==> config.mk <==
export PLATFORM = sky130hd
export DESIGN_NAME = pq_sched
export DESIGN_NICKNAME = d
export VERILOG_FILES = /design/src/rtl/pq_pkg.sv /design/src/rtl/pq_rr_arb.sv /design/src/rtl/pq_sched.sv
export SDC_FILE = /design/constraint.sdc
export NUM_CORES = 1
export LEC_CHECK = 0
export ABC_AREA = 1
export BUFFER_PORTS_ARGS = -buffer_cell sky130_fd_sc_hd__clkbuf_2
export CAP_MARGIN = 0
export CORE_MARGIN = 2
export CORE_UTILIZATION = 52
export DETAILED_ROUTE_END_ITERATION = 6
export PLACE_DENSITY = 0.83
export SLEW_MARGIN = 0
export SYNTH_ARGS = -nofsm -noshare
export SYNTH_HDL_FRONTEND = slang
export SYNTH_HIERARCHICAL = 1
export SYNTH_SLANG_ARGS = --single-unit
==> constraint.sdc <==
create_clock -name clk -period 3.3 [get_ports clk]
set_input_delay 0.165 -clock clk [delete_from_list [all_inputs] [get_ports clk]]
set_output_delay 0.165 -clock clk [all_outputs]
set_load 0.05 [all_outputs]
==> src/rtl/pq_pkg.sv <==
// Shared types for the quickq request scheduler: key/value entry, operation code and FSM states.
package pq_pkg;
  localparam int KEY_W = 8;
  localparam int VAL_W = 16;
  localparam int KV_W  = KEY_W + VAL_W;

  typedef struct packed {
    logic [KEY_W-1:0] key;
    logic [VAL_W-1:0] val;
  } kv_t;

  typedef enum logic {
    PQ_PUSH = 1'b0,
    PQ_POP  = 1'b1
  } pq_op_t;

  typedef enum logic [1:0] {
    ST_IDLE,
    ST_ISSUE,
    ST_WAIT,
    ST_RESP
  } pq_sched_state_t;
endpackage

==> src/rtl/pq_rr_arb.sv <==
// Combinational round-robin arbiter: one-hot grant of the first request at or after ptr,
// wrapping from NREQ-1 back to 0.
module pq_rr_arb #(
  parameter int NREQ = 4
) (
  input  logic [NREQ-1:0]         req,
  input  logic [$clog2(NREQ)-1:0] ptr,
  output logic [NREQ-1:0]         grant
);
  logic [NREQ-1:0]   rot;
  logic [NREQ-1:0]   rot_gnt;
  logic [2*NREQ-1:0] gdbl;

  // Rotate so ptr sits at bit 0, take the lowest set bit, then rotate back.
  always_comb begin
    rot     = NREQ'({req, req} >> ptr);
    rot_gnt = rot & (~rot + NREQ'(1));
    gdbl    = {{NREQ{1'b0}}, rot_gnt} << ptr;
    grant   = gdbl[2*NREQ-1:NREQ] | gdbl[NREQ-1:0];
  end
endmodule

==> src/rtl/pq_sched.sv <==
// Round-robin push/pop scheduler in front of a single quickq priority queue:
// one operation in flight, watchdog on the busy phase, occupancy tracking.
module pq_sched
  import pq_pkg::*;
#(
  parameter int NREQ  = 4,
  parameter int DEPTH = 16,
  parameter int TMO   = 64
) (
  input  logic                       clk,
  input  logic                       rst_n,
  input  logic [NREQ-1:0]            req_valid,
  input  logic [NREQ-1:0]            req_op,
  input  logic [NREQ*KV_W-1:0]       req_kv,
  output logic [NREQ-1:0]            req_ready,
  output logic [NREQ-1:0]            rsp_valid,
  output logic [KV_W-1:0]            rsp_kv,
  output logic                       rsp_err,
  output logic                       pq_enq,
  output logic                       pq_deq,
  output logic [KV_W-1:0]            pq_kvi,
  input  logic [KV_W-1:0]            pq_kvo,
  input  logic                       pq_full,
  input  logic                       pq_empty,
  input  logic                       pq_busy,
  output logic [$clog2(DEPTH+1)-1:0] count
);
  localparam int IW = $clog2(NREQ);
  localparam int CW = $clog2(DEPTH+1);
  localparam int TW = $clog2(TMO+1);

  pq_sched_state_t state_q, state_d;
  logic [IW-1:0]   id_q, id_d;
  logic [IW-1:0]   ptr_q, ptr_d;
  pq_op_t          op_q, op_d;
  kv_t             kv_q, kv_d;
  kv_t             hd_q, hd_d;
  kv_t             rsp_kv_q, rsp_kv_d;
  logic            err_q, err_d;
  logic [TW-1:0]   wcnt_q, wcnt_d;
  logic [CW-1:0]   count_q, count_d;

  logic [NREQ-1:0] grant;
  logic [IW-1:0]   g_id;
  pq_op_t          g_op;
  kv_t             g_kv;

  pq_rr_arb #(.NREQ(NREQ)) u_arb (
    .req   (req_valid),
    .ptr   (ptr_q),
    .grant (grant)
  );

  always_comb begin
    g_id = '0;
    g_op = PQ_PUSH;
    g_kv = '0;
    for (int i = 0; i < NREQ; i++) begin
      if (grant[i]) begin
        g_id = IW'(i);
        g_op = pq_op_t'(req_op[i]);
        g_kv = req_kv[i*KV_W +: KV_W];
      end
    end
  end

  always_ff @(posedge clk or negedge rst_n) begin
    if (!rst_n) begin
      state_q  <= ST_IDLE;
      id_q     <= '0;
      ptr_q    <= '0;
      op_q     <= PQ_PUSH;
      kv_q     <= '0;
      hd_q     <= '0;
      rsp_kv_q <= '0;
      err_q    <= 1'b0;
      wcnt_q   <= '0;
      count_q  <= '0;
    end else begin
      state_q  <= state_d;
      id_q     <= id_d;
      ptr_q    <= ptr_d;
      op_q     <= op_d;
      kv_q     <= kv_d;
      hd_q     <= hd_d;
      rsp_kv_q <= rsp_kv_d;
      err_q    <= err_d;
      wcnt_q   <= wcnt_d;
      count_q  <= count_d;
    end
  end

  always_comb begin
    state_d   = state_q;
    id_d      = id_q;
    ptr_d     = ptr_q;
    op_d      = op_q;
    kv_d      = kv_q;
    hd_d      = hd_q;
    rsp_kv_d  = rsp_kv_q;
    err_d     = err_q;
    wcnt_d    = wcnt_q;
    count_d   = count_q;
    req_ready = '0;
    rsp_valid = '0;
    rsp_err   = 1'b0;
    pq_enq    = 1'b0;
    pq_deq    = 1'b0;
    pq_kvi    = '0;

    unique case (state_q)
      ST_IDLE: begin
        // Gated by rst_n so a held request shows no grant while reset is asserted.
        req_ready = rst_n ? grant : '0;
        if (|grant) begin
          id_d    = g_id;
          op_d    = g_op;
          kv_d    = g_kv;
          err_d   = 1'b0;
          state_d = ST_ISSUE;
        end
      end

      ST_ISSUE: begin
        wcnt_d = '0;
        if ((op_q == PQ_PUSH && pq_full) || (op_q == PQ_POP && pq_empty)) begin
          err_d    = 1'b1;
          rsp_kv_d = '0;
          state_d  = ST_RESP;
        end else if (op_q == PQ_PUSH) begin
          pq_enq  = 1'b1;
          pq_kvi  = kv_q;
          state_d = ST_WAIT;
        end else begin
          pq_deq  = 1'b1;
          hd_d    = pq_kvo;
          state_d = ST_WAIT;
        end
      end

      ST_WAIT: begin
        if (!pq_busy) begin
          rsp_kv_d = (op_q == PQ_POP) ? hd_q : '0;
          state_d  = ST_RESP;
        end else if (wcnt_q == TW'(TMO-1)) begin
          err_d    = 1'b1;
          rsp_kv_d = '0;
          state_d  = ST_RESP;
        end else begin
          wcnt_d = wcnt_q + TW'(1);
        end
      end

      ST_RESP: begin
        rsp_valid = NREQ'(1) << id_q;
        rsp_err   = err_q;
        if (!err_q) begin
          if (op_q == PQ_PUSH && count_q != CW'(DEPTH)) count_d = count_q + CW'(1);
          if (op_q == PQ_POP && count_q != '0)          count_d = count_q - CW'(1);
        end
        // Advance past the served client even on errors so nobody starves.
        ptr_d   = (id_q == IW'(NREQ-1)) ? '0 : id_q + IW'(1);
        state_d = ST_IDLE;
      end

      default: state_d = ST_IDLE;
    endcase
  end

  assign rsp_kv = rsp_kv_q;
  assign count  = count_q;
endmodule

Word level (Yosys, flattened, before mapping)
Index checks and enable logic that the tools add are counted.
W data, S select, Z words.
{"block": "word_totals", "wordCells": 102, "output_inout_bits": 64, "register_bits": 92, "inputBits": 133}
{"block": "op_classes", "n_addsub": 5, "eq_ne": 12, "bitwise_logic": 6, "reduce_logical": 18, "n_mux": 45, "shifts": 3}
{"cell": "$mux W24", "count": 11}
{"cell": "$pmux W24 S2", "count": 1}
{"cell": "$mux W1", "count": 17}
{"cell": "$mux W7", "count": 2}
{"cell": "$pmux W7 S2", "count": 1}
{"cell": "$mux W2", "count": 6}
{"cell": "$mux W4", "count": 3}
{"cell": "$reduce_and A3 Y1", "count": 4}
{"cell": "$mux W5", "count": 2}
{"cell": "$ne A2 B2 Y1 const B", "count": 5}
{"cell": "$pmux W2 S4", "count": 1}
{"cell": "$shl A4 B2 Y8", "count": 1}
{"cell": "$shr A8 B2 Y4", "count": 1}
{"cell": "$add A7 B1 Y7 const B", "count": 1}
{"cell": "$eq A7 B6 Y1 const B", "count": 1}
{"cell": "$eq A2 B2 Y1 const B", "count": 3}
{"cell": "$add A5 B1 Y5 const B", "count": 1}
{"cell": "$ne A5 B5 Y1 const B", "count": 1}
{"cell": "$reduce_and A5 Y1", "count": 1}
{"cell": "$reduce_bool A5 Y1", "count": 1}
{"cell": "$sub A5 B1 Y5 const B", "count": 1}
{"cell": "$add A4 B1 Y4 const B", "count": 1}
{"cell": "$and A4 B4 Y4", "count": 1}
{"cell": "$logic_and A1 B1 Y1", "count": 4}
{"cell": "other kinds (14)", "count": 18}

Depth between registers and ports, before layout
Gate-level depths: netlist (run 1).
{"block": "logic_depth", "ltp_word": 10, "depth_mapped": 20, "ltp_nobuf": 18}

By module
The synthesis (run 1) kept the hierarchy.
{"module": "pq_sched", "area_per_inst_um2": 5063.6, "n_inst": 1, "seq_area_each_um2": 2302.2, "cells_each": 710}
{"module": "pq_rr_arb", "area_per_inst_um2": 314.1, "n_inst": 1, "seq_area_each_um2": 0.0, "cells_each": 57}

Worst setup path before layout (run 1)
No wires, ideal clock.
{"block": "synth_timing", "kind": "register to output", "from": "register state_q[1]", "to": "output pq_kvi[10]", "stages_incl_launch_ff": 8, "t_required_ns": 3.135, "t_arrival_ns": 3.076, "n_path_buf": 1, "slack_ns": 0.059, "path_cell_list": "dfrtp_1 -> inv_1 -> ha_1 -> inv_1 -> nor3_1 -> inv_1 -> clkbuf_1 -> nor2_1"}
{"block": "synth_via", "elab_chain_len": 2}
{"element": "start: declaration", "line_no": "pq_sched.sv:32", "source": "pq_sched_state_t state_q, state_d;"}
{"element": "start signal: assignment", "line_no": "pq_sched.sv:80", "source": "state_q <= state_d;"}
{"element": "$eq A2 B1 Y1", "line_no": "pq_sched.sv:111", "source": "unique case (state_q)"}
{"element": "$mux W24", "line_no": "pq_sched.sv:111"}
{"element": "end: declaration", "line_no": "pq_sched.sv:21", "source": "output logic [KV_W-1:0] pq_kvi,"}
Every way passes these cells.

Final worst setup path (run 1)
{"block": "layout_timing", "from": "register ptr_q[0]", "to": "output req_ready[3]"}
{"block": "layout_via", "elab_chain_len": 8}
{"element": "start: declaration", "line_no": "pq_sched.sv:34", "source": "logic [IW-1:0] ptr_q, ptr_d;"}
{"element": "start signal: assignment", "line_no": "pq_sched.sv:82", "source": "ptr_q <= ptr_d;"}
{"element": "$shr A8 B2 Y4", "line_no": "pq_rr_arb.sv:16", "source": "rot = NREQ'({req, req} >> ptr);"}
{"element": "$not A4 Y4", "line_no": "pq_rr_arb.sv:17", "source": "rot_gnt = rot & (~rot + NREQ'(1));"}
{"element": "$add A4 B1 Y4", "line_no": "pq_rr_arb.sv:17"}
{"element": "$and A4 B4 Y4", "line_no": "pq_rr_arb.sv:17"}
{"element": "$shl A4 B2 Y8 (*)", "line_no": "pq_rr_arb.sv:18", "source": "gdbl = {{NREQ{1'b0}}, rot_gnt} << ptr;"}
{"element": "$or A4 B4 Y4 (*)", "line_no": "pq_rr_arb.sv:19", "source": "grant = gdbl[2*NREQ-1:NREQ] | gdbl[NREQ-1:0];"}
{"element": "net grant[3]", "line_no": "pq_sched.sv:43", "source": "logic [NREQ-1:0] grant;"}
{"element": "$mux W4 (*)", "line_no": "pq_sched.sv:114", "source": "req_ready = rst_n ? grant : '0;"}
{"element": "$mux W4 (*)", "line_no": "pq_sched.sv:111"}
{"element": "end: declaration", "line_no": "pq_sched.sv:15", "source": "output logic [NREQ-1:0] req_ready,"}
Mark *: on every way through the listed nets, which the timed path passes. The rest lies on a longest branch.

==> impl_metrics.env, run 1 <==
export IMPL_rr_startpoint="ptr_q[0]"
export IMPL_final_period_utilization_pct=88.1
export IMPL_rr_worst_depth=15
export IMPL_wire_per_inst_um=13.0
export IMPL_fin_tns_setup_ns=0
export IMPL_gr_total_overflow=0
export IMPL_max_cap_violations=0
export IMPL_seqPwrFrac_pct=27.7
export IMPL_track_usage_pct=25.1
export IMPL_grt_pass1_wl_um=22800
export IMPL_regToRegEndpoint="kv_q[11]"
export IMPL_wl_um=14300
export IMPL_place_area_um2=6410
export IMPL_fp_dieW_um=106
export IMPL_r2r_slack_ns=0.56
export IMPL_synthesis_area_um2=5380
export IMPL_port_buffers=196
export IMPL_worstPathCellList="inv_2, nand2_2, nand3_2, nand2_2, nand3_2, o21ai_1, nand2_1, nand2_1, inv_2, buf_4, nor3_1, clkbuf_2"
export IMPL_fin_worst_hold_slack_ns=0.0149
export IMPL_dieArea_um2=11200
export IMPL_min_to="hd_q[9]"
export IMPL_cp_slowest_cell="dfrtp_1"
export IMPL_p_sw_mw=3.37
export IMPL_yosysTopAreaCell="dfrtp_1"
export IMPL_syn_nets=913
export IMPL_grt_max_degree=54
export IMPL_final_hold_violation_count=0
export IMPL_cts_buffer_depth=2
export IMPL_ir_worst_vdd_v=0.000593
export IMPL_firstDrtPassIters=5
export IMPL_cpPeakStageDelay_ns=0.64
export IMPL_fin_util_pct=66.6
export IMPL_cts_tree="done"
export IMPL_crit_fanout=26
export IMPL_hold_path_startpoint="pq_kvo[9]"
export IMPL_swShare_pct=53.5
export IMPL_synth_area_top_cells="dfrtp_1 43%, nand2_1 24%, nand3_1 6.6%, inv_1 4.0%, o21ai_0 3.4%"
export IMPL_power_leakage_nw=3.78
export IMPL_gp_congestion=0.808
export IMPL_fin_skew_ns=0.0143
export IMPL_clkTransAtPathRegs_ns=0.11
export IMPL_syn2layout_area_growth_pct=26.1
export IMPL_cp_start_kind="flip-flop"
export IMPL_nNetsFinal=1112
export IMPL_arrival_ns=2.74
export IMPL_drt_iter0_markers=384
export IMPL_cp_top_family="simple AND/OR/NAND/NOR gates"
export IMPL_initial_utilization_pct=52.8
export IMPL_num_rows=37
export IMPL_postRouteAntennaNets=0
export IMPL_antennaDiodeCount=0
export IMPL_status="finished, final reports clean"
export IMPL_yosysTopAreaCellShare_pct=42.8
export IMPL_dpl_hpwl_um=10500
export IMPL_ys_ff_latch=92
export IMPL_rsz0062_at_grt="no"
export IMPL_drive_above_1_share_pct=26.2
export IMPL_drc=0
export IMPL_maxSlewHeadroom_pct=40.5
export IMPL_hold_class="in2reg"
export IMPL_vias_per_cell=4.97
export IMPL_worst_pin_slew_ns=0.892
export IMPL_grt_pass1_vias=4926
export IMPL_synth_seq_area_share_pct=42.8
export IMPL_cts_root_buf="clkbuf_8"
export IMPL_postCtsSetupBuffers=0
export IMPL_finalPower_mw=6.30
export IMPL_worstSetupPathType="reg2out"
export IMPL_post_synth_cell_area_avg_um2=7.01
export IMPL_vias=5502
export IMPL_whs_path_depth=3
export IMPL_htree_levels=3
export IMPL_intPower_mw=2.93
export IMPL_synth_cell_types=29
export IMPL_final_max_slew_viol_count=0
export IMPL_die_h_um=106
export IMPL_antenna_found_initial=0
export IMPL_finalInstanceArea_um2=6780
export IMPL_boundaryPins=197
export IMPL_clock_power_share_pct=11.9
export IMPL_period_needed_ns=2.91
export IMPL_critPathRequiredTime_ns=3.13
export IMPL_synth_cells=767
export IMPL_endpoint_kind="output port"
export IMPL_clk_latency_ns=0.36
export IMPL_synth_warnings=6
export IMPL_clock_sinks=92
export IMPL_powerDensity_nw_per_um2=930
export IMPL_core_area_um2=10200
export IMPL_crit_buf_inv=4
export IMPL_comb_power_share_pct=60.5
export IMPL_cts_made_buffers=9
export IMPL_setup_viol=0
export IMPL_clock_fmax_ghz=0.344
-- state kept, by name, summed over array words and instances (netlist names) --
signal and count:
state_q 2, wcnt_q 7, count 5, kv_q 24, err_q 1, id_q 2, ptr_q 2, hd_q 24
op_q 1, rsp_kv 24
-- worst reg2reg max path, cell delays in order, from the launching register on --
cell,delay [ns]
dfrtp_1,0.64
inv_2,0.15
nand2_2,0.12
nand3_2,0.08
nand2_2,0.14
nand2_2,0.08
nor2_2,0.15
nand3_1,0.09
nand3_1,0.10
inv_1,0.11
nor3_4,0.40
buf_4,0.31
nand2_1,0.09
nand3_1,0.09
nand2_1,0.05
o21ai_0,0.09
-- routing by layer --
layer  part of all wire [%]  vias to the layer above  global-route usage [%]
met1                     42                     2473                    32.4
met5                      0                        -                       0
li1                       -                     2792                       -
met4                    2.9                        0                    9.87
met2                     48                      211                    41.9
met3                    7.3                       26                    4.76
-- cell usage after synthesis --
cell type	instances
nand2_2	10
nand3_2	5
nor2_2	3
nor3_1	7
nor2_1	34
buf_2	12
inv_2	5
o21ai_0	36
fa_1	1
ha_1	12
dfrtp_1	92
nand2_1	347
inv_1	58
and2_1	1
o21ai_1	26
buf_6	6
xnor2_1	1
bufinv_8	1
buf_4	1
o21ai_2	4
xor2_1	3
clkbuf_1	15
a31oi_4	1
nand3_1	71
nand4_1	5
nor3_4	2
buf_1	2
a21oi_1	5
clkinv_1	1
-- placed cells by master, fill, tap and decap left out, drive strengths merged --
| master | netlist | routed |
|---|---|---|
| nand2 | 357 | 357 |
| clkbuf | 15 | 204 |
| dfrtp | 92 | 92 |
| nand3 | 76 | 76 |
| o21ai | 66 | 66 |
| inv | 63 | 65 |
| nor2 | 37 | 37 |
| dlygate4sd3 | 0 | 17 |
| ha | 12 | 12 |
| buf | 21 | 12 |
| nor3 | 9 | 9 |
| nand4 | 5 | 5 |
| a21oi | 5 | 5 |
| clkinv | 1 | 5 |
| xor2 | 3 | 3 |
| a31oi | 1 | 1 |
| and2 | 1 | 1 |
| xnor2 | 1 | 1 |
| fa | 1 | 1 |
| clkinvlp | 0 | 1 |
| bufinv | 1 | 1 |
-- per-stage QoR --
stage,instances,setup slack [ns]
after CTS,1107,0.397
final,1107,0.394
after global placement,1074,0.733
after floorplan,767,0.0589
after global routing,1107,0.184
after detailed placement,1074,0.618
-- logic make-up (layout without fill, tap and decap cells) --
logic type,after synthesis,in the layout,synth area share (%)
compound gates,72,72,7.28
xor+xnor,4,4,0.652
fa+ha+maj,13,13,3.16
buf+inv,101,305,8.49
flops,92,92,42.8
simple gates,485,485,37.6
-- cell type report --
type / count / area, µm²
Timing Repair Buffer: 224 / 1240
Clock inverter: 7 / 70.1
Multi-Input combinational cell: 574 / 2620
Fill cell: 945 / 3410
Clock buffer: 9 / 124
Tap cell: 136 / 170
Sequential cell: 92 / 2300
Inverter: 65 / 258
-- worst max-delay path by stage --
stage,start,endpoint,slack [ns],cells after the start
after floorplan,state_q[1],pq_kvi[10],0.06,7
after global placement,ptr_q[0],kv_q[19],0.73,12
after detailed placement,ptr_q[0],kv_q[11],0.62,15
after CTS,ptr_q[0],req_ready[3],0.40,12
after global routing,ptr_q[0],req_ready[3],0.18,12
final,ptr_q[0],req_ready[3],0.39,12
-- power by group through the flow --
| stage | combinational, mW | clock [mW] | sequential (mW) |
|---|---|---|---|
| final | 3.81 | 0.747 | 1.74 |
| after global routing | 4.27 | 0.810 | 1.79 |
| after CTS | 3.82 | 0.761 | 1.74 |
| after detailed placement | 3.79 | 0 | 1.76 |
| after global placement | 3.72 | 0 | 1.76 |
| after floorplan | 2.90 | 0 | 1.90 |
-- timing repair --
item                                   4_1_cts  5_1_grt
endpoints found under the hold margin       55        0
hold buffers                                17        0
resized for setup                            0        0
Note: power is estimated with default switching activity, not from simulation.
==> inputs of run 2 (changes only) <==
--- a/config.mk
+++ b/config.mk
@@ -11,7 +11,7 @@
 export CORE_MARGIN = 2
 export CORE_UTILIZATION = 52
 export DETAILED_ROUTE_END_ITERATION = 6
-export PLACE_DENSITY = 0.83
+export PLACE_DENSITY_LB_ADDON = 0.1
 export SLEW_MARGIN = 0
 export SYNTH_ARGS = -nofsm -noshare
 export SYNTH_HDL_FRONTEND = slang
==> run 2 against run 1 <==
Effect of this change:
- total power up 0.95%
- utilization decreased by 0.086 points
- hold slack is essentially flat
- sequential power about the same
- maximum frequency fell by 0.36%
- sequential cell count is the same
- clock skew increased by 0.00057 ns
- register-to-register slack lost 0.18 ns
- non-clock buffer count down 3
- count of clock-buffer cells in the layout unchanged
- critical path depth rose by 3
- highest routed layer unchanged
==> impl_metrics.env, run 2 (synthesis results as in run 1) <==
export IMPL_boundaryPins=197
export IMPL_clock_fmax_ghz=0.343
export IMPL_ir_worst_vdd_v=0.000576
export IMPL_core_area_um2=10200
export IMPL_hold_path_startpoint="pq_kvo[1]"
export IMPL_hold_class="in2reg"
export IMPL_initial_utilization_pct=52.8
export IMPL_grt_pass1_vias=5356
export IMPL_critPathRequiredTime_ns=3.58
export IMPL_gr_total_overflow=0
export IMPL_endpoint_kind="flip-flop"
export IMPL_firstDrtPassIters=5
export IMPL_wire_per_inst_um=13.7
export IMPL_cts_root_buf="clkbuf_8"
export IMPL_max_cap_violations=0
export IMPL_antenna_found_initial=0
export IMPL_clock_sinks=92
export IMPL_track_usage_pct=27.5
export IMPL_vias=5521
export IMPL_setup_viol=0
export IMPL_power_leakage_nw=3.76
export IMPL_htree_levels=3
export IMPL_cts_buffer_depth=2
export IMPL_nNetsFinal=1109
export IMPL_crit_path_start="ptr_q[0]"
export IMPL_period_needed_ns=2.92
export IMPL_cts_made_buffers=9
export IMPL_worstSetupPathType="reg2reg"
export IMPL_postRouteAntennaNets=0
export IMPL_final_max_slew_viol_count=0
export IMPL_final_hold_violation_count=0
export IMPL_fin_util_pct=66.5
export IMPL_dieArea_um2=11200
export IMPL_num_rows=37
export IMPL_drc=0
export IMPL_antennaDiodeCount=0
export IMPL_powerDensity_nw_per_um2=940
export IMPL_grt_pass1_wl_um=24800
export IMPL_clk_latency_ns=0.36
export IMPL_crit_fanout=48
export IMPL_vias_per_cell=5.00
export IMPL_drive_above_1_share_pct=26.1
export IMPL_rsz0062_at_grt="no"
export IMPL_arrival_ns=3.19
export IMPL_syn2layout_area_growth_pct=25.9
export IMPL_port_buffers=196
export IMPL_die_h_um=106
export IMPL_status="finished, final reports clean"
export IMPL_clkTransAtPathRegs_ns=0.10
export IMPL_cp_start_kind="flip-flop"
export IMPL_fin_worst_hold_slack_ns=0.0149
export IMPL_final_period_utilization_pct=88.4
export IMPL_gp_congestion=0.947
export IMPL_final_common_cell="nand2_1"
export IMPL_worst_pin_slew_ns=0.749
export IMPL_fin_skew_ns=0.0148
export IMPL_dpl_hpwl_um=11300
export IMPL_rr_startpoint="ptr_q[0]"
export IMPL_drt_iter0_markers=571
export IMPL_fp_dieW_um=106
export IMPL_grt_max_degree=53
export IMPL_cts_tree="done"
export IMPL_layout_common_cells="347 x nand2_1, 195 x clkbuf_2, 92 x dfrtp_1, 71 x nand3_1, 58 x inv_1"
export IMPL_wl_um=15100
export IMPL_maxSlewHeadroom_pct=50.0
export IMPL_fin_tns_setup_ns=0
[run 2: cell types whose count changed in the layout (fill, tap and decap cells not counted), sizes merged]
cell	delta
bufinv	+1
inv	+2
clkinvlp	+2
clkinv	-5
buf	-2
dlygate4sd3	-1
[run 2: worst paths after layout]
kind / to / slack [ns] / cells after the start
min: hd_q[1] / 0.01 / 3
max reg2reg: kv_q[6] / 0.38 / 15
min reg2reg: hd_q[20] / 0.48 / 2
max in group asynchronous: ptr_q[1] / 1.89 / 3
min in group asynchronous: rsp_kv[11] / 0.39 / 2
max: kv_q[6] / 0.38 / 15
[run 2: per-stage QoR]
stage	power (mW)	area (µm²)	std cells	setup slack, ns
2_1_floorplan	4.80	5380	767	0.0589
3_3_place_gp	5.47	6400	1072	0.525
3_5_place_dp	5.56	6400	1072	0.413
4_1_cts	6.37	6760	1103	0.389
5_1_grt	7.00	6770	1104	0.0779
6_report	6.36	6770	1104	0.384
[run 2: metal layers]
layer,GRT usage (%),wire [µm]
met3,4.89,1070
met4,9.59,342
met2,45.7,7170
met5,0,0
met1,36.5,6500
[run 2: repair_timing]
item	4_1_cts	5_1_grt
setup endpoints to repair	0	1
resized for setup	0	1
hold endpoints to repair	64	1
buffers inserted	0	0
hold buffers	15	1
[run 2: power breakdown]
| part | switching (mW) | total, mW | internal [mW] |
|---|---|---|---|
| Combinational | 2.71 | 3.81 | 1.10 |
| Sequential | 0.247 | 1.76 | 1.51 |
| Clock | 0.430 | 0.794 | 0.364 |
[run 2: layout make-up]
type                       count  area [µm²]
clock buffer                   9         124
clock inverter                 7        82.6
fill                         928        3410
inverter                      65         262
multi-input combinational    574        2620
sequential                    92        2300
tap                          136         170
timing repair buffer         221        1210
[run 2: worst max-delay path, stage by stage, from the launching register on]
cell,delay (ns)
dfrtp_1,0.63
inv_2,0.15
nand2_2,0.12
nand3_2,0.09
nand2_2,0.15
nand3_2,0.08
o21ai_1,0.16
nand2_1,0.07
nand2_1,0.12
inv_2,0.19
nand2_2,0.17
inv_2,0.07
a31oi_4,0.20
buf_4,0.41
nand2_1,0.11
o21ai_1,0.10
